File: config.mk
export PLATFORM = sky130hd
export DESIGN_NAME = memb_store
export DESIGN_NICKNAME = d
export VERILOG_FILES = /design/src/rtl/memb_store.sv
export SDC_FILE = /design/constraint.sdc
export NUM_CORES = 1
export LEC_CHECK = 0
export ABC_AREA = 1
export CAP_MARGIN = 30
export CORE_MARGIN = 3
export CORE_UTILIZATION = 40
export DETAILED_ROUTE_END_ITERATION = 10
export GPL_TIMING_DRIVEN = 0
export SLEW_MARGIN = 20
export SYNTH_ARGS = -nofsm -noshare
export SYNTH_HDL_FRONTEND = slang
export SYNTH_SLANG_ARGS = --single-unit
File: constraint.sdc
create_clock -name clock -period 5.09 [get_ports clock]
set_input_delay 1.527 -clock clock [delete_from_list [all_inputs] [get_ports clock]]
set_output_delay 1.527 -clock clock [all_outputs]
set_load 0.1 [all_outputs]
File: src/rtl/memb_store.sv
// memb_store: writes the per-cycle DataInB result word sequentially into memory B,
// with a registered readback port. Define MEMB_CHECKSUM_EN to enable the running checksum.
module memb_store #(
  parameter int unsigned DATA_W = 8,
  parameter int unsigned DEPTH  = 16,
  parameter int unsigned ADDR_W = 4
) (
  input  logic              clock,
  input  logic              reset_n,
  input  logic              start,
  input  logic              in_valid,
  input  logic [DATA_W-1:0] DataInB,
  input  logic [ADDR_W-1:0] rd_addr,
  output logic [DATA_W-1:0] rd_data,
  output logic [ADDR_W-1:0] wr_addr,
  output logic              busy,
  output logic              done,
  output logic [DATA_W-1:0] checksum
);

  typedef enum logic [1:0] {StIdle, StFill, StDone} state_e;

  localparam logic [ADDR_W-1:0] LastAddr = ADDR_W'(DEPTH - 1);
  localparam logic [ADDR_W:0]   DepthExt = (ADDR_W + 1)'(DEPTH);

  state_e            state_q, state_d;
  logic [ADDR_W-1:0] wr_addr_q, wr_addr_d;
  logic [DATA_W-1:0] rd_data_q, rd_data_d;
  logic [DATA_W-1:0] mem_q [DEPTH];
  logic              wr_en;

  always_comb begin
    state_d   = state_q;
    wr_addr_d = wr_addr_q;
    wr_en     = 1'b0;
    unique case (state_q)
      StIdle: begin
        // in_valid alongside start only launches the transfer; nothing is stored
        if (start) begin
          wr_addr_d = '0;
          state_d   = StFill;
        end
      end
      StFill: begin
        if (in_valid) begin
          wr_en = 1'b1;
          if (wr_addr_q == LastAddr) begin
            wr_addr_d = '0;
            state_d   = StDone;
          end else begin
            wr_addr_d = wr_addr_q + ADDR_W'(1);
          end
        end
      end
      StDone:  state_d = StIdle;
      default: state_d = StIdle;
    endcase
  end

  always_comb begin
    rd_data_d = '0;
    if ({1'b0, rd_addr} < DepthExt) begin
      rd_data_d = mem_q[rd_addr];
    end
  end

  always_ff @(posedge clock or negedge reset_n) begin
    if (!reset_n) begin
      state_q   <= StIdle;
      wr_addr_q <= '0;
      rd_data_q <= '0;
    end else begin
      state_q   <= state_d;
      wr_addr_q <= wr_addr_d;
      rd_data_q <= rd_data_d;
    end
  end

  // Storage is deliberately not reset so an aborted transfer keeps its words.
  always_ff @(posedge clock) begin
    if (wr_en) begin
      mem_q[wr_addr_q] <= DataInB;
    end
  end

`ifdef MEMB_CHECKSUM_EN
  logic [DATA_W-1:0] checksum_q, checksum_d;
  logic              clear;

  always_comb begin
    clear      = (state_q == StIdle) && start;
    checksum_d = checksum_q;
    if (clear) begin
      checksum_d = '0;
    end else if (wr_en) begin
      checksum_d = checksum_q + DataInB;
    end
  end

  always_ff @(posedge clock or negedge reset_n) begin
    if (!reset_n) begin
      checksum_q <= '0;
    end else begin
      checksum_q <= checksum_d;
    end
  end

  assign checksum = checksum_q;
`else
  assign checksum = '0;
`endif

  assign rd_data = rd_data_q;
  assign wr_addr = wr_addr_q;
  assign busy    = (state_q == StFill);
  assign done    = (state_q == StDone);

endmodule

==> reports/metrics.cfg, run 1 <==
[synth]
synth_top_cell_area_share_pct = 61.71
ys_seq_elements = 142
syn_avg_cell_area_um2 = 10.33
synth_edf_count = 128
synth_cell_types = 20
synthSimpleGateAreaFrac_pct = 20.55
ys_top_cells_by_area = edfxtp_1 (62%), nand2_1 (11%), nand3_1 (7.9%)
ys_seq_area_share_pct = 67.34
synth_warnings = 0
synth_area_leader_cell = edfxtp_1
synthArstFlopShare_pct = 9.859
synth.most_common_cell = nand2_1
netlist_area_um2 = 6228
synth_top_family_by_area = simple AND/OR/NAND/NOR gates
synth_common_cells = nand2_1 (180), edfxtp_1 (128), inv_1 (108), nand3_1 (98), nor2_1 (18)
netlist_instances = 603
synth_compound_area_share_pct = 0.5022
synthXorXnorAreaFrac_pct = 0.1406
synth_flop_cell = edfxtp_1
post_synth_fa_ha_maj_area_fraction_pct = 1.004
synth.area.mux_share_pct = 0

[place]
io_buffers = 26
gp_congestion = 0.9177
place_hpwl_um = 9917
dp.cells = 821

[drt]
viasPerCell = 4.943
ant_nets = 0
dr.pass1.iters = 6
via_count = 4216
wl_per_cell_um = 17.15
drc = 0
wirelength_um = 14630
first_iter_violations = 481

[critical_path]
startpoint_type = flip-flop
rrSetupSlack_ps = 2990
cp.required_ps = 3560
reg2reg_from = state_q[1]$_DFFE_PN0P_
worstRegToRegCells = 7
cp.arrival_ps = 2220
critical_path_class = reg -> out
crit_path_max_fanout = 6
end_kind = output port
r2r_end = mem_q[14][4]$_DFFE_PP_

[grt]
overflow = 0
grt_max_degree = 17
track_usage_pct = 18.27
grt_pass1_vias = 3967
grt_pass1_wl_um = 22590
antenna_found_initial = 0

[clock_network]
cts_resized = 0
htreeDepth = 4
tritoncts = done
clock_sinks = 142
cts_buffer_depth = 2
clk_pin_slew_ps = 60
post_cts_buffers = 0
cts_made_buffers = 17
clock-root-buffer = clkbuf_16
cts_hold_buf = 0
clk_latency_ps = 430

[sta]
rsz0062_at_grt = no
finalSetupViolCount = 0
fin_crit_ps = 3742
tightest_slew_ps = 972.8
maxSlewHeadroom_pct = 34.94
clock_skew_ps = 9.744
tns_ps = 0
slew_viol_final = 0
finalHoldViolations = 0
min_period_over_period_pct = 73.52
fmax_ghz = 0.2672

[worst_hold_path]
hold_class = reg -> reg
min_to = state_q[0]$_DFFE_PN0P_
hold_depth = 1
hp-start = state_q[0]$_DFFE_PN0P_

[floorplan]
die_w_um = 130.8
ios = 38
fp.dieArea_um2 = 17100
die_h_um = 130.8
rows = 44
initial_core_util_pct = 41.90
fp.coreArea_um2 = 14860

[outcome]
status = completed

[cells_and_area]
utilization_pct = 49.56
fillCellCount = 1379
final_nets = 677
drive_above_1_share_pct = 9.865
diodes = 0
area_delta_synth_final_pct = 18.28
layout.cells.non_filler = 853

[pwr]
power_density_nw_per_um2 = 450.0
power_leakage_nw = 3.202
ir_drop_mv = 0.3957
finalPower_mw = 3.315

[run]
max-cap-violations = 0

==> cell families after synthesis <==
kind of cell / Yosys count
AOI/OAI and AO/OA: 6
xor gates and xnor gates: 1
adders and majority gates: 5
buffers and inverters: 144
DFF: 142
other: 1
and+or+nand+nor: 304
==> routing by layer <==
layer  vias up  part of all wire, %  global-route usage, %
met5         -                    0                      0
met2       169                   44                  26.57
met3        32                  6.8                  4.797
met1      1985                   47                  25.95
li1       2030                    -                      -
met4         0                  2.5                  7.925
==> stage by stage <==
| step | setup WS [ps] | hold slack (ps) | cell area [um2] |
|---|---|---|---|
| floorplan | 1896 | 494.4 | 6255 |
| global placement | 1620 | 512.3 | 6745 |
| detailed placement | 1574 | 525.6 | 6760 |
| CTS | 1323 | 535.4 | 7367 |
| global route | 1252 | 576.2 | 7367 |
| finish | 1348 | 541.0 | 7367 |
==> final cells by class <==
| cell class | instances | area (um2) | area share [%] |
|---|---|---|---|
| Sequential cell | 142 | 4194 | 56.93 |
| Multi-Input combinational cell | 324 | 1423 | 19.31 |
| Clock buffer | 20 | 436.7 | 5.927 |
| Inverter | 111 | 416.7 | 5.656 |
| Timing Repair Buffer | 27 | 265.3 | 3.601 |
| Buffer | 33 | 231.5 | 3.142 |
| Tap cell | 184 | 230.2 | 3.125 |
| Clock inverter | 12 | 170.2 | 2.310 |
==> worst max-delay path by stage <==
stage | startpoint | endpoint | slack [ps] | depth (start not counted)
after floorplan | state_q[0]$_DFFE_PN0P_ | done | 1900 | 1
after global placement | in_valid | mem_q[7][7]$_DFFE_PP_ | 1620 | 3
after detailed placement | in_valid | mem_q[14][3]$_DFFE_PP_ | 1570 | 5
after CTS | state_q[1]$_DFFE_PN0P_ | busy | 1320 | 4
after global routing | state_q[1]$_DFFE_PN0P_ | busy | 1250 | 4
final | state_q[1]$_DFFE_PN0P_ | busy | 1350 | 4
==> sequential cells by signal, indices dropped and copies added, names as in the netlist <==
signal,flops
state_q,2
rd_data,8
wr_addr,4
mem_q,128
==> where the power goes <==
group / leakage, nW / internal (mW) / switching [mW]
sequential: 1.32 / 1.39 / 0.0435
clock: 0.287 / 0.815 / 0.468
combinational: 1.59 / 0.138 / 0.459
==> worst max-delay path, cell delays in order, from the launching register on <==
cell and delay (ps):
dfrtp_1 360, inv_1 80, nand2_1 80, inv_2 110
clkdlybuf4s50_1 1150
==> cell usage in the layout, fill, tap and decap left out, types with 7 or more instances in the layout <==
cell	synthesis	layout
buf_2	14	15
buf_4	10	10
buf_6	7	7
clkbuf_16	0	17
clkdlybuf4s50_1	0	26
conb_1	1	8
dfrtp_1	14	14
edfxtp_1	128	128
inv_1	108	108
nand2_1	180	180
nand3_1	98	98
nor2_1	18	18
Power figures use the tool's default switching activity.
==> run 2: changes to the inputs <==
==> constraint.sdc (replaced) <==
create_clock -name clock -period 3.09 [get_ports clock]
set_input_delay 0.927 -clock clock [delete_from_list [all_inputs] [get_ports clock]]
set_output_delay 0.927 -clock clock [all_outputs]
set_load 0.1 [all_outputs]
==> run 2 against run 1 <==
  * First-iteration DRC count fell by 0.21%
  * Die area did not move
  * Clock skew barely moved
  * Worst hold slack barely moved
  * Routed wire length barely moved
  * Sequential share of layout area barely moved
  * Critical endpoint is now done
  * Power rose by 65%
  * Largest cell class unchanged
==> reports/metrics.cfg, run 2 (synthesis gave the netlist of run 1 again) <==
[sta]
maxSlewHeadroom_pct = 34.94  ; unchanged
fmax_ghz = 0.3303
tightest_slew_ps = 972.8  ; unchanged
tns_ps = 0  ; unchanged
clock_skew_ps = 9.792  ; was 9.744 ps
finalSetupViolCount = 0  ; unchanged
finalHoldViolations = 0  ; unchanged
fin_crit_ps = 3027
slew_viol_final = 0  ; unchanged
min_period_over_period_pct = 97.97
rsz0062_at_grt = no  ; unchanged

[critical_path]
slowest_stage = clkdlybuf4s50_1  ; unchanged
crit_path_max_fanout = 5  ; was 6
critical_path_class = reg -> out  ; unchanged
cpPeakStageDelay_ps = 1140  ; was 1150 ps
path_cells = nor2_1 -> clkdlybuf4s50_1  ; was inv_1 -> nand2_1 -> inv_2 -> clkdlybuf4s50_1
cp.required_ps = 2160  ; was 3560 ps
end_kind = output port  ; unchanged
cp.arrival_ps = 2100  ; was 2220 ps
startpoint_type = flip-flop  ; unchanged

[place]
gp_congestion = 0.9177  ; unchanged
io_buffers = 26  ; unchanged
dp.cells = 821  ; unchanged
place_hpwl_um = 9917  ; unchanged

[clock_network]
cts_hold_buf = 0  ; unchanged
clk_pin_slew_ps = 60  ; about the same
tritoncts = done  ; unchanged
clock_sinks = 142  ; unchanged
clock-root-buffer = clkbuf_16  ; unchanged
cts_made_buffers = 17  ; unchanged
cts_buffer_depth = 2  ; unchanged
clk_latency_ps = 430  ; about the same
htreeDepth = 4  ; unchanged

[floorplan]
fp.dieArea_um2 = 17100  ; unchanged
die_w_um = 130.8  ; unchanged
rows = 44  ; unchanged
ios = 38  ; unchanged
fp.coreArea_um2 = 14860  ; unchanged
die_h_um = 130.8  ; unchanged
initial_core_util_pct = 41.90  ; unchanged

[cells_and_area]
area_delta_synth_final_pct = 18.26  ; was 18.28%
final_common_cell = nand2_1  ; unchanged
fillCellCount = 1379  ; unchanged
top_register = mem_q  ; unchanged
final_nets = 677  ; unchanged
final_cell_mix = nand2_1 (180), edfxtp_1 (128), inv_1 (108)  ; unchanged
layout.cells.non_filler = 853  ; unchanged
drive_above_1_share_pct = 9.865  ; unchanged
diodes = 0  ; unchanged
largest_reg_flops = 128  ; unchanged

[pwr]
ir_drop_mv = 0.6518  ; was 0.3957 mV
finalPower_mw = 5.460  ; was 3.315 mW
power_leakage_nw = 3.200  ; was 3.202 nW
power_density_nw_per_um2 = 741.3  ; was 450.0 nW/um2

[drt]
top_layer = met4  ; unchanged
wirelength_um = 14630  ; about the same
viasPerCell = 4.921  ; was 4.943
via_count = 4198  ; was 4216
wl_met1_um = 6848  ; was 6849 um
drc = 0  ; unchanged
wl_met2_um = 6421  ; was 6423 um
first_iter_violations = 480  ; was 481
wl_per_cell_um = 17.15  ; about the same
dr.pass1.iters = 5  ; was 6
met3RoutedLength_um = 1001  ; was 990 um
ant_nets = 0  ; unchanged

[run]
max-cap-violations = 0  ; unchanged

[grt]
overflow = 0  ; unchanged
grt_pass1_vias = 3967  ; unchanged
grt_pass1_wl_um = 22590  ; unchanged
grt_max_degree = 17  ; unchanged
antenna_found_initial = 0  ; unchanged
track_usage_pct = 18.27  ; unchanged

[outcome]
status = completed  ; unchanged

[worst_hold_path]
hold_class = reg -> reg  ; unchanged

## run 2: cell types whose count changed in the layout (fill, tap and decap cells not counted)
cell	previous run	this run
clkdlybuf4s50_1	26	25
dlygate4sd2_1	0	1
## run 2: per-stage QoR
| step | worst slack, ps | cell area, um2 | hold WS, ps | util [%] |
|---|---|---|---|---|
| 2_1_floorplan | 496.3 | 6255 | 494.4 | - |
| 3_3_place_gp | 220.5 | 6745 | 512.3 | 45.38 |
| 3_5_place_dp | 174.2 | 6760 | 525.6 | 45.48 |
| 4_1_cts | 43.87 | 7366 | 535.4 | 49.55 |
| 5_1_grt | 3.006 | 7366 | 576.2 | 49.55 |
| 6_report | 62.75 | 7366 | 541.0 | 49.55 |
## run 2: worst paths after layout
path	start	to	slack, ps	depth (start not counted)
max	state_q[0]$_DFFE_PN0P_	done	60	2
min	state_q[0]$_DFFE_PN0P_	state_q[0]$_DFFE_PN0P_	540	1
max reg2reg	state_q[1]$_DFFE_PN0P_	mem_q[14][4]$_DFFE_PP_	990	7
min reg2reg	state_q[0]$_DFFE_PN0P_	state_q[0]$_DFFE_PN0P_	540	1
max in group asynchronous	reset_n	rd_data[7]$_DFF_PN0_	1630	1
min in group asynchronous	reset_n	wr_addr[2]$_DFFE_PN0P_	960	1
## run 2: critical path: cells and delay by family (launching register included)
kind,cells,cell delay (ps)
flops,1,420
buf+inv,1,1140
simple gates,1,120
## run 2: layer usage
layer	up-vias	GRT usage (%)
li1	2030	-
met1	1966	25.95
met2	170	26.57
met3	32	4.797
met4	0	7.925
met5	-	0
## run 2: repair_timing
item | in CTS | in global routing
endpoints found under the setup margin | 1 | 0
setup buffers | 0 | 0
gates resized for setup | 1 | 0
## run 2: where the power goes
part / switching [mW] / internal (mW)
combinational: 0.757 / 0.226
sequential: 0.0717 / 2.29
clock: 0.771 / 1.34
total: 1.60 / 3.86
## run 2: area by class of cell
class                   count  area, um2  area share, %
plain buffers              33      231.5          3.143
clock buffers              20      436.7          5.928
clock inverters            12      170.2          2.310
inverters                 111      416.7          5.657
multi-input cells         324       1423          19.31
flip-flops and latches    142       4194          56.94
well taps                 184      230.2          3.126
repair buffers             27      264.0          3.584
==> run 3: changes to the inputs <==
--- a/config.mk
+++ b/config.mk
@@ -11,7 +11,8 @@
 export CORE_UTILIZATION = 40
 export DETAILED_ROUTE_END_ITERATION = 10
 export GPL_TIMING_DRIVEN = 0
-export SLEW_MARGIN = 20
+export SKIP_CTS_REPAIR_TIMING = 1
+export SLEW_MARGIN = 30
 export SYNTH_ARGS = -nofsm -noshare
 export SYNTH_HDL_FRONTEND = slang
 export SYNTH_SLANG_ARGS = --single-unit
==> constraint.sdc (replaced) <==
create_clock -name clock -period 3.09 [get_ports clock]
set_input_delay 0.927 -clock clock [delete_from_list [all_inputs] [get_ports clock]]
set_output_delay 0.927 -clock clock [all_outputs]
set_load 0.02 [all_outputs]
==> run 3 against run 2 <==
  * Fmax grew 16%
  * Routed wire length grew 0.71%
  * Worst hold slack lost 3.7 ps
  * Clock power grew 8%
  * Largest power group unchanged
==> reports/metrics.cfg, run 3 (synthesis gave the netlist of run 1 again) <==
[pwr]
power_leakage_nw = 3.219  ; was 3.200 nW
ir_drop_mv = 0.3907  ; was 0.6518 mV
power_density_nw_per_um2 = 721.4  ; was 741.3 nW/um2

[cells_and_area]
fillCellCount = 1355  ; was 1379
drive_above_1_share_pct = 9.731  ; was 9.865%
area_delta_synth_final_pct = 19.02  ; was 18.26%
final_nets = 676  ; was 677
final_cell_mix = nand2_1 (180), edfxtp_1 (128), inv_1 (108)  ; unchanged
diodes = 0  ; unchanged
final_common_cell = nand2_1  ; unchanged
utilization_pct = 49.87  ; was 49.55%
fin_area_um2 = 7413  ; was 7366 um2
largest_reg_flops = 128  ; unchanged
top_register = mem_q  ; unchanged

[drt]
viasPerCell = 4.996  ; was 4.921
drc = 0  ; unchanged
ant_nets = 0  ; unchanged
wirelength_um = 14740  ; was 14630 um
dr.pass1.iters = 5  ; unchanged
wl_met2_um = 6465  ; was 6421 um
first_iter_violations = 480  ; unchanged
wl_met1_um = 6733  ; was 6848 um
wl_per_cell_um = 17.30  ; was 17.15 um
via_count = 4257  ; was 4198
met3RoutedLength_um = 1161  ; was 1001 um
top_layer = met4  ; unchanged

[run]
max-cap-violations = 0  ; unchanged

[critical_path]
cp.arrival_ps = 1680  ; was 2100 ps
reg2reg_from = state_q[1]$_DFFE_PN0P_  ; unchanged
worstSetupEndpoint = busy  ; was done
worstRegToRegCells = 7  ; unchanged
cpPeakStageDelay_ps = 620  ; was 1140 ps
rrSetupSlack_ps = 970  ; was 990 ps
cp.required_ps = 2160  ; about the same
startpoint_type = flip-flop  ; unchanged
r2r_end = mem_q[4][2]$_DFFE_PP_  ; was mem_q[14][4]$_DFFE_PP_
critPathLaunch = state_q[1]$_DFFE_PN0P_  ; was state_q[0]$_DFFE_PN0P_
path_cells = inv_1 -> nand2_1 -> inv_2 -> clkdlybuf4s50_1  ; was nor2_1 -> clkdlybuf4s50_1
slowest_stage = clkdlybuf4s50_1  ; unchanged
critical_path_class = reg -> out  ; unchanged
end_kind = output port  ; unchanged
crit_path_max_fanout = 6  ; was 5

[grt]
track_usage_pct = 18.76  ; was 18.27%
antenna_found_initial = 0  ; unchanged
grt_max_degree = 17  ; unchanged
grt_pass1_wl_um = 23050  ; was 22590 um
overflow = 0  ; unchanged
grt_pass1_vias = 4050  ; was 3967

[sta]
finalSetupViolCount = 0  ; unchanged
slew_viol_final = 0  ; unchanged
maxSlewHeadroom_pct = 37.54  ; was 34.94%
holdWs_ps = 537.3  ; was 541.0 ps
fmax_ghz = 0.3836  ; was 0.3303 GHz
min_period_over_period_pct = 84.36  ; was 97.97%
finalHoldViolations = 0  ; unchanged
tightest_slew_ps = 933.4  ; was 972.8 ps
tns_ps = 0  ; unchanged
clock_skew_ps = 10.50  ; was 9.792 ps
fin_crit_ps = 2607  ; was 3027 ps
rsz0062_at_grt = no  ; unchanged

[clock_network]
cts_buffer_depth = 2  ; unchanged
clock_sinks = 142  ; unchanged
clk_pin_slew_ps = 60  ; about the same
htreeDepth = 4  ; unchanged
clock-root-buffer = clkbuf_16  ; unchanged
clk_latency_ps = 420  ; was 430 ps
cts_made_buffers = 17  ; unchanged
tritoncts = done  ; unchanged

[worst_hold_path]
hold_class = reg -> reg  ; unchanged

[place]
place_hpwl_um = 9942  ; was 9917 um
dpl_cell_area_um2 = 6760  ; unchanged
io_buffers = 26  ; unchanged
gp_congestion = 0.9177  ; unchanged

[floorplan]
fp.dieArea_um2 = 17100  ; unchanged
rows = 44  ; unchanged
fp.coreArea_um2 = 14860  ; unchanged
ios = 38  ; unchanged
die_w_um = 130.8  ; unchanged
die_h_um = 130.8  ; unchanged
initial_core_util_pct = 41.90  ; unchanged

[outcome]
status = completed  ; unchanged

-- run 3: through the flow --
step	std cells	total power, mW	setup slack (ps)
after floorplan	610	2.821	1099
after global placement	820	3.095	220.5
after detailed placement	820	3.118	179.2
after CTS	852	5.379	455.6
after global routing	852	5.565	369.0
final	852	5.348	483.3
-- run 3: worst max-delay path: cells and delay by family (launching register included) --
family                 cells  cell delay (ps)
flip-flops                 1              360
AND/OR/NAND/NOR            1               80
buffers and inverters      3              810
-- run 3: worst min path at each step --
stage / startpoint / to / slack [ps] / depth (start not counted)
floorplan: state_q[0]$_DFFE_PN0P_ / state_q[0]$_DFFE_PN0P_ / 490 / 1
global route: state_q[0]$_DFFE_PN0P_ / state_q[0]$_DFFE_PN0P_ / 580 / 1
detailed placement: state_q[0]$_DFFE_PN0P_ / state_q[0]$_DFFE_PN0P_ / 530 / 1
CTS: state_q[0]$_DFFE_PN0P_ / state_q[0]$_DFFE_PN0P_ / 540 / 1
finish: state_q[0]$_DFFE_PN0P_ / state_q[0]$_DFFE_PN0P_ / 540 / 1
global placement: state_q[0]$_DFFE_PN0P_ / state_q[0]$_DFFE_PN0P_ / 510 / 1
-- run 3: power breakdown --
part           switching (mW)  internal (mW)  leakage [nW]
Combinational           0.490          0.228          1.59
Sequential             0.0717           2.29          1.32
Clock                   0.760           1.51         0.309
-- run 3: routing by layer --
| metal | global-route usage [%] | up-vias |
|---|---|---|
| met1 | 26.89 | 2007 |
| met2 | 27.59 | 188 |
| li1 | - | 2035 |
| met4 | 7.260 | 0 |
| met5 | 0 | - |
| met3 | 4.715 | 27 |
-- run 3: cell type report --
class	count	area [um2]	share of cell area (%)
flip-flops and latches	142	4194	56.57
multi-input cells	324	1428	19.26
clock buffers	20	436.7	5.890
inverters	111	416.7	5.620
repair buffers	26	260.3	3.511
plain buffers	33	231.5	3.122
well taps	184	230.2	3.105
clock inverters	12	216.5	2.920
